==> src/rtl/dmx_pkg.sv <==
// Shared types and helpers for the 1-to-8 lane distributor.
package dmx_pkg;

  typedef enum logic {
    FILL = 1'b0,
    HOLD = 1'b1
  } state_e;

  localparam int NLANE = 8;

  // Map the number of lanes already filled to the lane that receives the next item.
  function automatic logic [2:0] lane_idx(input logic [3:0] cnt, input logic msb_first);
    return msb_first ? (3'd7 - cnt[2:0]) : cnt[2:0];
  endfunction

endpackage

==> src/rtl/dmx_lane_reg.sv <==
// One W-bit lane of the assembled frame: write-enabled register with sync clear.
module dmx_lane_reg #(
  parameter int W = 1
) (
  input  logic         sys_clk,
  input  logic         resetl,
  input  logic         clr,
  input  logic         we,
  input  logic [W-1:0] d,
  output logic [W-1:0] q
);

  logic [W-1:0] q_d, q_q;

  // Next lane value: clear wins over write so an ack always empties the frame.
  always_comb begin
    // NOTE: assign the default first so every path drives q_d and no latch is inferred.
    q_d = q_q;
    if (clr) begin
      q_d = '0;
    end else if (we) begin
      q_d = d;
    end
  end

  // Lane storage.
  always_ff @(posedge sys_clk or negedge resetl) begin
    // NOTE: non-blocking assignments keep all flops updating from pre-edge values.
    if (!resetl) begin
      q_q <= '0;
    end else begin
      q_q <= q_d;
    end
  end

  assign q = q_q;

endmodule

==> src/rtl/dmx8r.sv <==
// Registered 1-to-8 distributor: steers a stream of W-bit items into eight lanes
// and presents the assembled frame on a valid/ack handshake.
module dmx8r
  import dmx_pkg::*;
#(
  parameter int W         = 1,
  parameter bit MSB_FIRST = 1'b0
) (
  input  logic               sys_clk,
  input  logic               resetl,
  input  logic [W-1:0]       din,
  input  logic               din_vld,
  output logic               din_rdy,
  input  logic               gn,
  input  logic               flush,
  output logic [NLANE*W-1:0] q,
  output logic               q_vld,
  input  logic               q_ack,
  output logic [3:0]         cnt
);

  state_e           state_q, state_d;
  logic [3:0]       cnt_q, cnt_d;
  logic             acc;
  logic             clr;
  logic [2:0]       lane;
  logic [NLANE-1:0] we;

  // Ready depends only on state and gate, never on din_vld.
  assign din_rdy = (state_q == FILL) && !gn;
  assign acc     = din_vld && din_rdy;
  assign lane    = lane_idx(cnt_q, MSB_FIRST);
  assign clr     = (state_q == HOLD) && q_ack;

  // One-hot lane write enable for the item accepted this cycle.
  always_comb begin
    we = '0;
    if (acc) begin
      we[lane] = 1'b1;
    end
  end

  // Next-state and fill counter; a gated flush is held off like any other input.
  always_comb begin
    state_d = state_q;
    cnt_d   = cnt_q;
    case (state_q)
      FILL: begin
        if (acc) begin
          cnt_d = cnt_q + 4'd1;
        end
        // Empty frames are never emitted: flush needs at least one item, counting this cycle's.
        if ((cnt_d == 4'(NLANE)) || (flush && !gn && (cnt_d != 4'd0))) begin
          state_d = HOLD;
        end
      end
      HOLD: begin
        if (q_ack) begin
          state_d = FILL;
          cnt_d   = '0;
        end
      end
    endcase
  end

  // State and counter registers.
  always_ff @(posedge sys_clk or negedge resetl) begin
    if (!resetl) begin
      state_q <= FILL;
      cnt_q   <= '0;
    end else begin
      state_q <= state_d;
      cnt_q   <= cnt_d;
    end
  end

  for (genvar k = 0; k < NLANE; k++) begin : g_lane
    dmx_lane_reg #(
      .W(W)
    ) u_lane (
      .sys_clk(sys_clk),
      .resetl (resetl),
      .clr    (clr),
      .we     (we[k]),
      .d      (din),
      .q      (q[k*W +: W])
    );
  end

  assign q_vld = (state_q == HOLD);
  assign cnt   = cnt_q;

endmodule

==> config.mk <==
export PLATFORM = sky130hd
export DESIGN_NAME = dmx8r
export DESIGN_NICKNAME = d
export VERILOG_FILES = /design/src/rtl/dmx_pkg.sv /design/src/rtl/dmx_lane_reg.sv /design/src/rtl/dmx8r.sv
export SDC_FILE = /design/constraint.sdc
export NUM_CORES = 1
export LEC_CHECK = 0
export CAP_MARGIN = 20
export CORE_MARGIN = 4
export CORE_UTILIZATION = 30
export CTS_CLUSTER_DIAMETER = 40
export CTS_CLUSTER_SIZE = 14
export DETAILED_ROUTE_END_ITERATION = 10
export GPL_ROUTABILITY_DRIVEN = 0
export GPL_TIMING_DRIVEN = 0
export PLACE_DENSITY = 0.53
export SLEW_MARGIN = 5
export SYNTH_ARGS = -nofsm -noshare
export SYNTH_HDL_FRONTEND = slang
export SYNTH_SLANG_ARGS = --single-unit
==> constraint.sdc <==
create_clock -name sys_clk -period 4.15 [get_ports sys_clk]
set_input_delay 0.6225 -clock sys_clk [delete_from_list [all_inputs] [get_ports sys_clk]]
set_output_delay 0.6225 -clock sys_clk [all_outputs]
set_load 0.1 [all_outputs]
Word level (Yosys, flattened, before mapping)
Index checks and enable logic that the tools add are counted.
{"block": "classes", "add_sub_neg": 1, "order_cmp": 2, "eq_ne": 2, "muxes": 26, "n_bitwise": 1, "n_reduce_logical": 17}
{"op": "two-way mux 1 bit", "n": 19}
{"op": "nonzero test 2 bit", "n": 8}
{"op": "two-way mux 4 bit", "n": 3}
{"op": "two-way mux 8 bit", "n": 1}
{"op": "case mux 4 bit (2 select lines)", "n": 1}
{"op": "logical AND 1 bit", "n": 6}
{"op": "adder 4 x 1 -> 4 bit (second input constant)", "n": 1}
{"op": "equality test 4 bit (second input constant)", "n": 1}
{"op": "less-than comparator 3 x 4 -> 1 bit (second input constant)", "n": 1}
{"op": "nonzero test 4 bit", "n": 1}
{"op": "demux 1 bit (select 3 bit)", "n": 1}
{"op": "greater-or-equal comparator 3 x 1 -> 1 bit (second input constant)", "n": 1}
{"op": "inequality test 2 bit (second input constant)", "n": 1}
{"op": "case mux 1 bit (2 select lines)", "n": 1}
{"op": "logical NOT 1 bit", "n": 1}
{"op": "logical OR 1 bit", "n": 1}
{"op": "inverter 1 bit", "n": 1}
{"block": "totals", "ff_bits": 13, "in_bits": 7, "output_inout_bits": 14}

Logic depth before layout (Yosys ltp)
Gate-level depths: netlist of the first run.
{"block": "logic_depth", "word_depth": 10, "ltp_mapped": 5, "depth_no_buf": 5}

Modules after synthesis
From an unflattened synthesis of the first run, not the netlist that was laid out.
{"block": "hier_totals", "cells_unflattened": 72, "hier_area_um2": 716.9}
{"module": "dmx8r", "instances": 1, "cells_per_inst": 48, "area_per_inst_um2": 406.6, "seq_area_each_um2": 125.1}
{"module": "dmx_lane_reg", "instances": 8, "cells_per_inst": 3, "area_per_inst_um2": 38.8, "seq_area_each_um2": 25.0}

Worst setup path before layout of the first run
Ideal clock, no wire load.
{"block": "synth_path", "kind": "register to output", "startpoint": "register state_q, in the netlist q_vld", "endpoint": "output din_rdy", "t_arrival_ps": 2383, "required_time_ps": 3527, "path_slack_ps": 1144, "path_stages_with_launch": 3, "path_buffers": 1, "cell_sequence": "dfrtp_1 -> buf_2 -> nor2_1"}
{"block": "synth_between", "elab_chain_len": 2}
{"item": "from (decl)", "line_no": "dmx8r.sv:22", "source": "state_e state_q, state_d;"}
{"item": "from (signal assigned)", "line_no": "dmx8r.sv:72", "source": "state_q <= state_d;"}
{"item": "inverter 1 bit"}
{"item": "logical AND 1 bit", "line_no": "dmx8r.sv:30", "source": "assign din_rdy = (state_q == FILL) && !gn;"}
{"item": "to (decl)", "line_no": "dmx8r.sv:13", "source": "output logic din_rdy,"}
Every way passes these cells.

Worst setup path after layout of the first run
{"block": "layout_path", "startpoint": "input gn", "endpoint": "output din_rdy"}
{"block": "layout_between", "elab_chain_len": 2}
{"item": "from (decl)", "line_no": "dmx8r.sv:14", "source": "input logic gn,"}
{"item": "logical NOT 1 bit", "line_no": "dmx8r.sv:30"}
{"item": "logical AND 1 bit", "line_no": "dmx8r.sv:30"}
Every way passes these cells.

==> results of run 1 <==
## synth_stat cells (all sizes together) (2+ instances only)
master / n
a21oi: 5
buf: 11
clkbuf: 2
dfrtp: 13
inv: 2
mux2i: 4
nand2: 19
nand3: 7
nor2: 8
nor2b: 2
o22ai: 2
## cell type report
cell class / count / area (um2)
Buffer: 13 / 88.8
Clock buffer: 4 / 26.3
Fill cell: 262 / 1460
Inverter: 2 / 7.51
Multi-Input combinational cell: 62 / 389
Sequential cell: 13 / 325
Tap cell: 30 / 37.5
Timing Repair Buffer: 19 / 190
## worst max-delay path, cell delays in order
cell	delay (ps)
clkdlybuf4s50_1	480
nor2_1	160
clkdlybuf4s50_1	1150
## state kept, by name, summed over array words and instances (netlist names)
| name | cells |
|---|---|
| g_lane.u_lane.q | 8 |
| cnt | 4 |
| q_vld | 1 |
## per-layer routing
layer,global-route usage,share of wire,up-vias
met5,0,0,-
met4,0.0380,0.015,0
met3,0.0454,0.048,2
met2,0.187,0.49,16
met1,0.133,0.45,307
li1,-,-,349
## power breakdown
group / switching (W) / total (W) / internal [W]
clock: 0.0000417 / 0.0000790 / 0.0000373
sequential: 0.0000393 / 0.000203 / 0.000164
combinational: 0.000418 / 0.000583 / 0.000165
## final timing paths
path,start,endpoint,cells after the start
max in group asynchronous,resetl,g_lane[6].u_lane.q$_DFFE_PN0P_,1
worst min-delay path,g_lane[2].u_lane.q$_DFFE_PN0P_,g_lane[2].u_lane.q$_DFFE_PN0P_,2
min in group asynchronous,resetl,cnt[2]$_DFFE_PN0P_,1
worst min register to register,g_lane[2].u_lane.q$_DFFE_PN0P_,g_lane[2].u_lane.q$_DFFE_PN0P_,2
worst max-delay path,gn,din_rdy,3
worst max register to register,cnt[1]$_DFFE_PN0P_,q_vld$_DFF_PN0_,5
## per-stage QoR
step,power [W],setup slack [ps],instances
after global routing,0.000917,1040,143
after detailed placement,0.000793,1100,139
after CTS,0.000876,1100,143
final,0.000865,1100,143
after global placement,0.000789,1100,139
after floorplan,0.000673,1140,90
## cells by family (layout without fill, tap and decap cells)
family | after synthesis | after routing | share of synthesized area
simple gates | 43 | 43 | 0.264
buf+inv | 15 | 38 | 0.119
flops | 13 | 13 | 0.401
compound gates | 12 | 12 | 0.122
mux | 5 | 5 | 0.0679
fa+ha+maj | 1 | 1 | 0.0154
xor+xnor | 1 | 1 | 0.0108
==> impl_results.md, run 1 <==
* Final worst path period need at 3050 ps
* I/O Buffers at 19
* Vias/cell at 4.71
* Drt wl/cell at 12.0 um
* DRC violations left at 0
* Clock Skews at 0.517 ps
* Final core utilization at 0.422
* Status: finished, final reports clean
* CTS Hold Bufs at 0
* RSZ-0062 raised after global routing: no
* TritonCTS Buffers at 3
* Synthesized area at 811 um2
* Area grow syn2layout at 31.3%
* Maxcap violations at 0
* Root Driver: clkbuf_4
* Peak supply drop at 0.385 mV
* Largest cells by area after synthesis: dfrtp_1 40%, nand2_1 8.8%, buf_4 7.4%
* Commonest cells after routing, fill and taps aside: 19 x nand2_1, 19 x clkdlybuf4s50_1, 13 x dfrtp_1, 8 x nor2_1, 8 x buf_4
* ANT nets after route at 0
* TritonRoute pass-1 iters at 4
* Tcrit/Tclk final at 0.734
* WP data arrival at 2420 ps
* Core Area at 2520 um2
* EDFF count, synth at 0
* Startpoint Class: primary input
* Worst skew pair latency at 270 ps
* Post-synth top area share at 0.401
* Post-CTS sizing at 0
* First-pass GRT wire length at 2.99 mm
* Proportion of layout cells with a drive suffix above 1 at 0.168
* Register area share after synthesis at 0.401
* Placed cell area at 1040 um2
* Starting density of the core at 0.321
* Remaining global-route overflow at 0
* GRT Total Usage at 0.113
* Hold Vio Cnt, Final at 0
* Power per cell area at 812 nW/um2
* NumNets Final at 122
* Detailed Place HPWL at 1.26 mm
* N_diodes at 0
* CP endpoint kind: primary output
* Crit-path max FO at 5
* Synth Instances at 90
* Die area at 3600 um2
* CTS tree: built
* Worst-Margin Slew at 969 ps
* Via count at 674
* Top_reg_cell synth: dfrtp_1
* Final instance area at 1060 um2
* Avg Cell Area, Syn at 9.01 um2
* Initial antenna violation count at 0
* Clock Pin Slew Worst Setup and Hold Paths at 80 ps
* Starting DRT DRC Count at 6
* Largest net degree at the start of global routing at 14
* Leakage at 0.475 nW
* WP data required at 3530 ps
* Num rows at 18
* Register bit total from synthesis at 13
* Syn_nets at 98
* Max Root-Sink Buffers at 2
* FMAX at 0.328 GHz
* Worst hold path type: flip-flop to flip-flop
* Die width at 60.0 um
* H-tree Lvls at 1
* CTS Sinks at 13
* WHS at 526 ps
* Post-Route WL at 1.72 mm
* Synth area leader: dfrtp_1
* Die Height at 60.0 um
* Setup TNS at 0 ps
* Final setup violation count at 0
* Post CTS Setup Buffer Count at 0
* Io pins at 21
* Vias in the first global route at 696
* Pins Over Slew Limit at 0
* Kind of critical path: primary input to primary output
* Async SR Flop Fraction at 1.00
* Slew headroom at 0.352
* Worst reg-to-reg setup slack at 2320 ps
* Yosys Warn Count at 0
* Yosys cell types at 29
(Power assumes the default switching activity.)
==> inputs of run 2 (changes only) <==
PLACE_DENSITY = 0.55   (was 0.53)
clock period = 2.45 ns   (was 4.15 ns; I/O delays follow)
==> run 2 against run 1 <==
Critical path depth shrank 2. Sequential share of layout area shrank 0.11 points. Combinational power grew 69%. Total power grew 69%. Non-clock buffer count is the same. Register-to-register slack lost 1700 ps. Clock-buffer cell count is the same. Cell count is the same. Wire length shrank 4.4%. Global-route usage shrank 0.44 points. Design area grew 0.35%. Largest cell class unchanged.
==> impl_results.md, run 2 (same netlist as run 1, synthesis figures left out) <==
* Status: finished, final reports clean
* CP max stage delay at 1180 ps (+30 ps)
* Final worst path period need at 2290 ps
* Clock Pin Slew Worst Setup and Hold Paths at 80 ps (about the same)
* Remaining global-route overflow at 0 (unchanged)
* Vias/cell at 4.58 (-2.8%)
* TritonCTS Buffers at 3 (unchanged)
* Commonest cells after routing, fill and taps aside: 19 x nand2_1, 17 x clkdlybuf4s50_1, 13 x dfrtp_1, 8 x buf_4, 7 x nor2_1
* Worst-Margin Slew at 973 ps (+3.70 ps)
* Net Sw Power at 0.000847 W (+70%)
* Slew headroom at 0.349 (-0.00247)
* H-tree Lvls at 1 (unchanged)
* DRC violations left at 0 (unchanged)
* Hold Vio Cnt, Final at 0 (unchanged)
* Final setup violation count at 0 (unchanged)
* NumNets Final at 122 (unchanged)
* CTS Hold Bufs at 0 (unchanged)
* WP buf/inv at 1 (-1)
* CP max stage cell: clkdlybuf4s50_1
* Post-CTS sizing at 1 (+1)
* Power Internal at 0.000617 W (+69%)
* GRT Total Usage at 0.109 (-0.00440)
* CTS Sinks at 13 (unchanged)
* Largest delay share family, worst path: buffers and inverters
* Post-Route WL at 1.65 mm (-4.4%)
* Worst reg-to-reg setup slack at 620 ps (-1700 ps)
* Switching share of total power at 0.578 (+0.00142)
* Clock Skews at 1.33 ps (+0.811 ps)
* Worst hold path type: primary input to asynchronous set/reset pin
* Combinational share of power at 0.674 (about the same)
* Maxcap violations at 0 (unchanged)
* Depth of the worst register-to-register path at 5 (unchanged)
* Largest net degree at the start of global routing at 14 (unchanged)
* Final instance area at 1070 um2 (+0.35%)
* Placed cell area at 1040 um2 (+0.24%)
* Max Root-Sink Buffers at 2 (unchanged)
* FMAX at 0.437 GHz
* Num rows at 18 (unchanged)
* N_diodes at 0 (unchanged)
* Final Power at 0.00146 W (+69%)
* Die width at 60.0 um (unchanged)
* Tcrit/Tclk final at 0.935
* CP cell instances: clkdlybuf4s50_1
* Reg-to-Reg End: q_vld$_DFF_PN0_
* Number of flip-flops in the largest register at 8 (unchanged)
* TritonRoute pass-1 iters at 4 (unchanged)
* Power per cell area at 1370 nW/um2 (+69%)
* First-pass GRT wire length at 2.92 mm (-2.5%)
* Via count at 655 (-2.8%)
* Crit-path max FO at 6 (+1)
* CTS tree: built
* Root Driver: clkbuf_4
* R2R Path Start: cnt[1]$_DFFE_PN0P_
* CP endpoint kind: primary output
* RSZ-0062 raised after global routing: no
* Inst Count DP at 139 (unchanged)
* Proportion of layout cells with a drive suffix above 1 at 0.177 (+0.00885)
* Vias in the first global route at 658 (-5.5%)
* Setup TNS at 0 ps (unchanged)
* Post CTS Setup Buffer Count at 0 (unchanged)
* Starting DRT DRC Count at 11 (+5)
* Starting density of the core at 0.321 (unchanged)
* Peak supply drop at 0.583 mV (+51%)
* Post-Layout Cell Count at 143 (unchanged)
* ANT nets after route at 0 (unchanged)
* Die Height at 60.0 um (unchanged)
* Startpoint Class: flip-flop
* Worst skew pair latency at 280 ps (about the same)
* Drt wl/cell at 11.5 um (-4.4%)
* Sequential share of power at 0.235 (about the same)
* Pins Over Slew Limit at 0 (unchanged)
* Die area at 3600 um2 (unchanged)
* Clock network fraction of design power at 0.091 (about the same)
* I/O Buffers at 19 (unchanged)
* Most common library cell in the layout ignoring fill and taps: nand2_1
* Io pins at 21 (unchanged)
* Initial antenna violation count at 0 (unchanged)
* WP data required at 2080 ps (-1450 ps)
* WHS at 462 ps (-64.1 ps)
* WP data arrival at 1920 ps (-500 ps)
* Leakage at 0.492 nW (+3.5%)
* Core Area at 2520 um2 (unchanged)
* Kind of critical path: flip-flop to primary output
* Detailed Place HPWL at 1.24 mm (-1.4%)
* Area grow syn2layout at 31.8%
-- run 2: changes by cell type in the layout (fill, tap and decap cells not counted) --
| cell | delta |
|---|---|
| clkdlybuf4s50_1 | -2 |
| dlygate4sd2_1 | +1 |
| dlymetal6s2s_1 | +1 |
| nor2_1 | -1 |
| nor2_2 | +1 |
-- run 2: worst max-delay path by stage --
| stage | from | to | depth (start not counted) | slack (ps) |
|---|---|---|---|---|
| floorplan | q_vld$_DFF_PN0_ | q_vld$_DFF_PN0_ | 5 | 10 |
| global placement | gn | din_rdy | 3 | -60 |
| detailed placement | gn | din_rdy | 3 | -80 |
| CTS | cnt[1]$_DFFE_PN0P_ | cnt[1] | 1 | 30 |
| global route | q_vld$_DFF_PN0_ | din_rdy | 3 | 90 |
| finish | cnt[0]$_DFFE_PN0P_ | cnt[0] | 1 | 160 |
-- run 2: power by group through the flow --
| stage | Sequential (W) | Combinational [W] | Clock, W |
|---|---|---|---|
| 2_1_floorplan | 0.000549 | 0.000593 | 0 |
| 3_3_place_gp | 0.000348 | 0.000992 | 0 |
| 3_5_place_dp | 0.000350 | 0.000996 | 0 |
| 4_1_cts | 0.000347 | 0.000994 | 0.000142 |
| 5_1_grt | 0.000354 | 0.00104 | 0.000150 |
| 6_report | 0.000344 | 0.000987 | 0.000133 |
-- run 2: worst reg2reg max path: stages, from the launching register on --
cell       delay [ps]
dfrtp_1           500
ha_1              260
or2_1             240
a2111oi_4         390
o32ai_1           140
o21bai_2          190
-- run 2: stage by stage --
stage | utilization | worst slack (ps)
final | 0.424 | 159
after global routing | 0.424 | 94.2
after CTS | 0.423 | 26.2
after detailed placement | 0.413 | -78.3
after floorplan | - | 11.9
after global placement | 0.413 | -63.5
-- run 2: routing by layer --
metal  track usage  part of all wire  vias to the layer above
li1              -                 -                      344
met1         0.125              0.46                      299
met2         0.184              0.48                       10
met3        0.0475             0.045                        2
met4        0.0285            0.0061                        0
met5             0                 0                        -
-- run 2: layout make-up --
| type | instances | area, um2 |
|---|---|---|
| Inverter | 2 | 7.51 |
| Timing Repair Buffer | 19 | 191 |
| Clock buffer | 4 | 26.3 |
| Fill cell | 268 | 1450 |
| Tap cell | 30 | 37.5 |
| Buffer | 13 | 88.8 |
| Multi-Input combinational cell | 62 | 392 |
| Sequential cell | 13 | 325 |
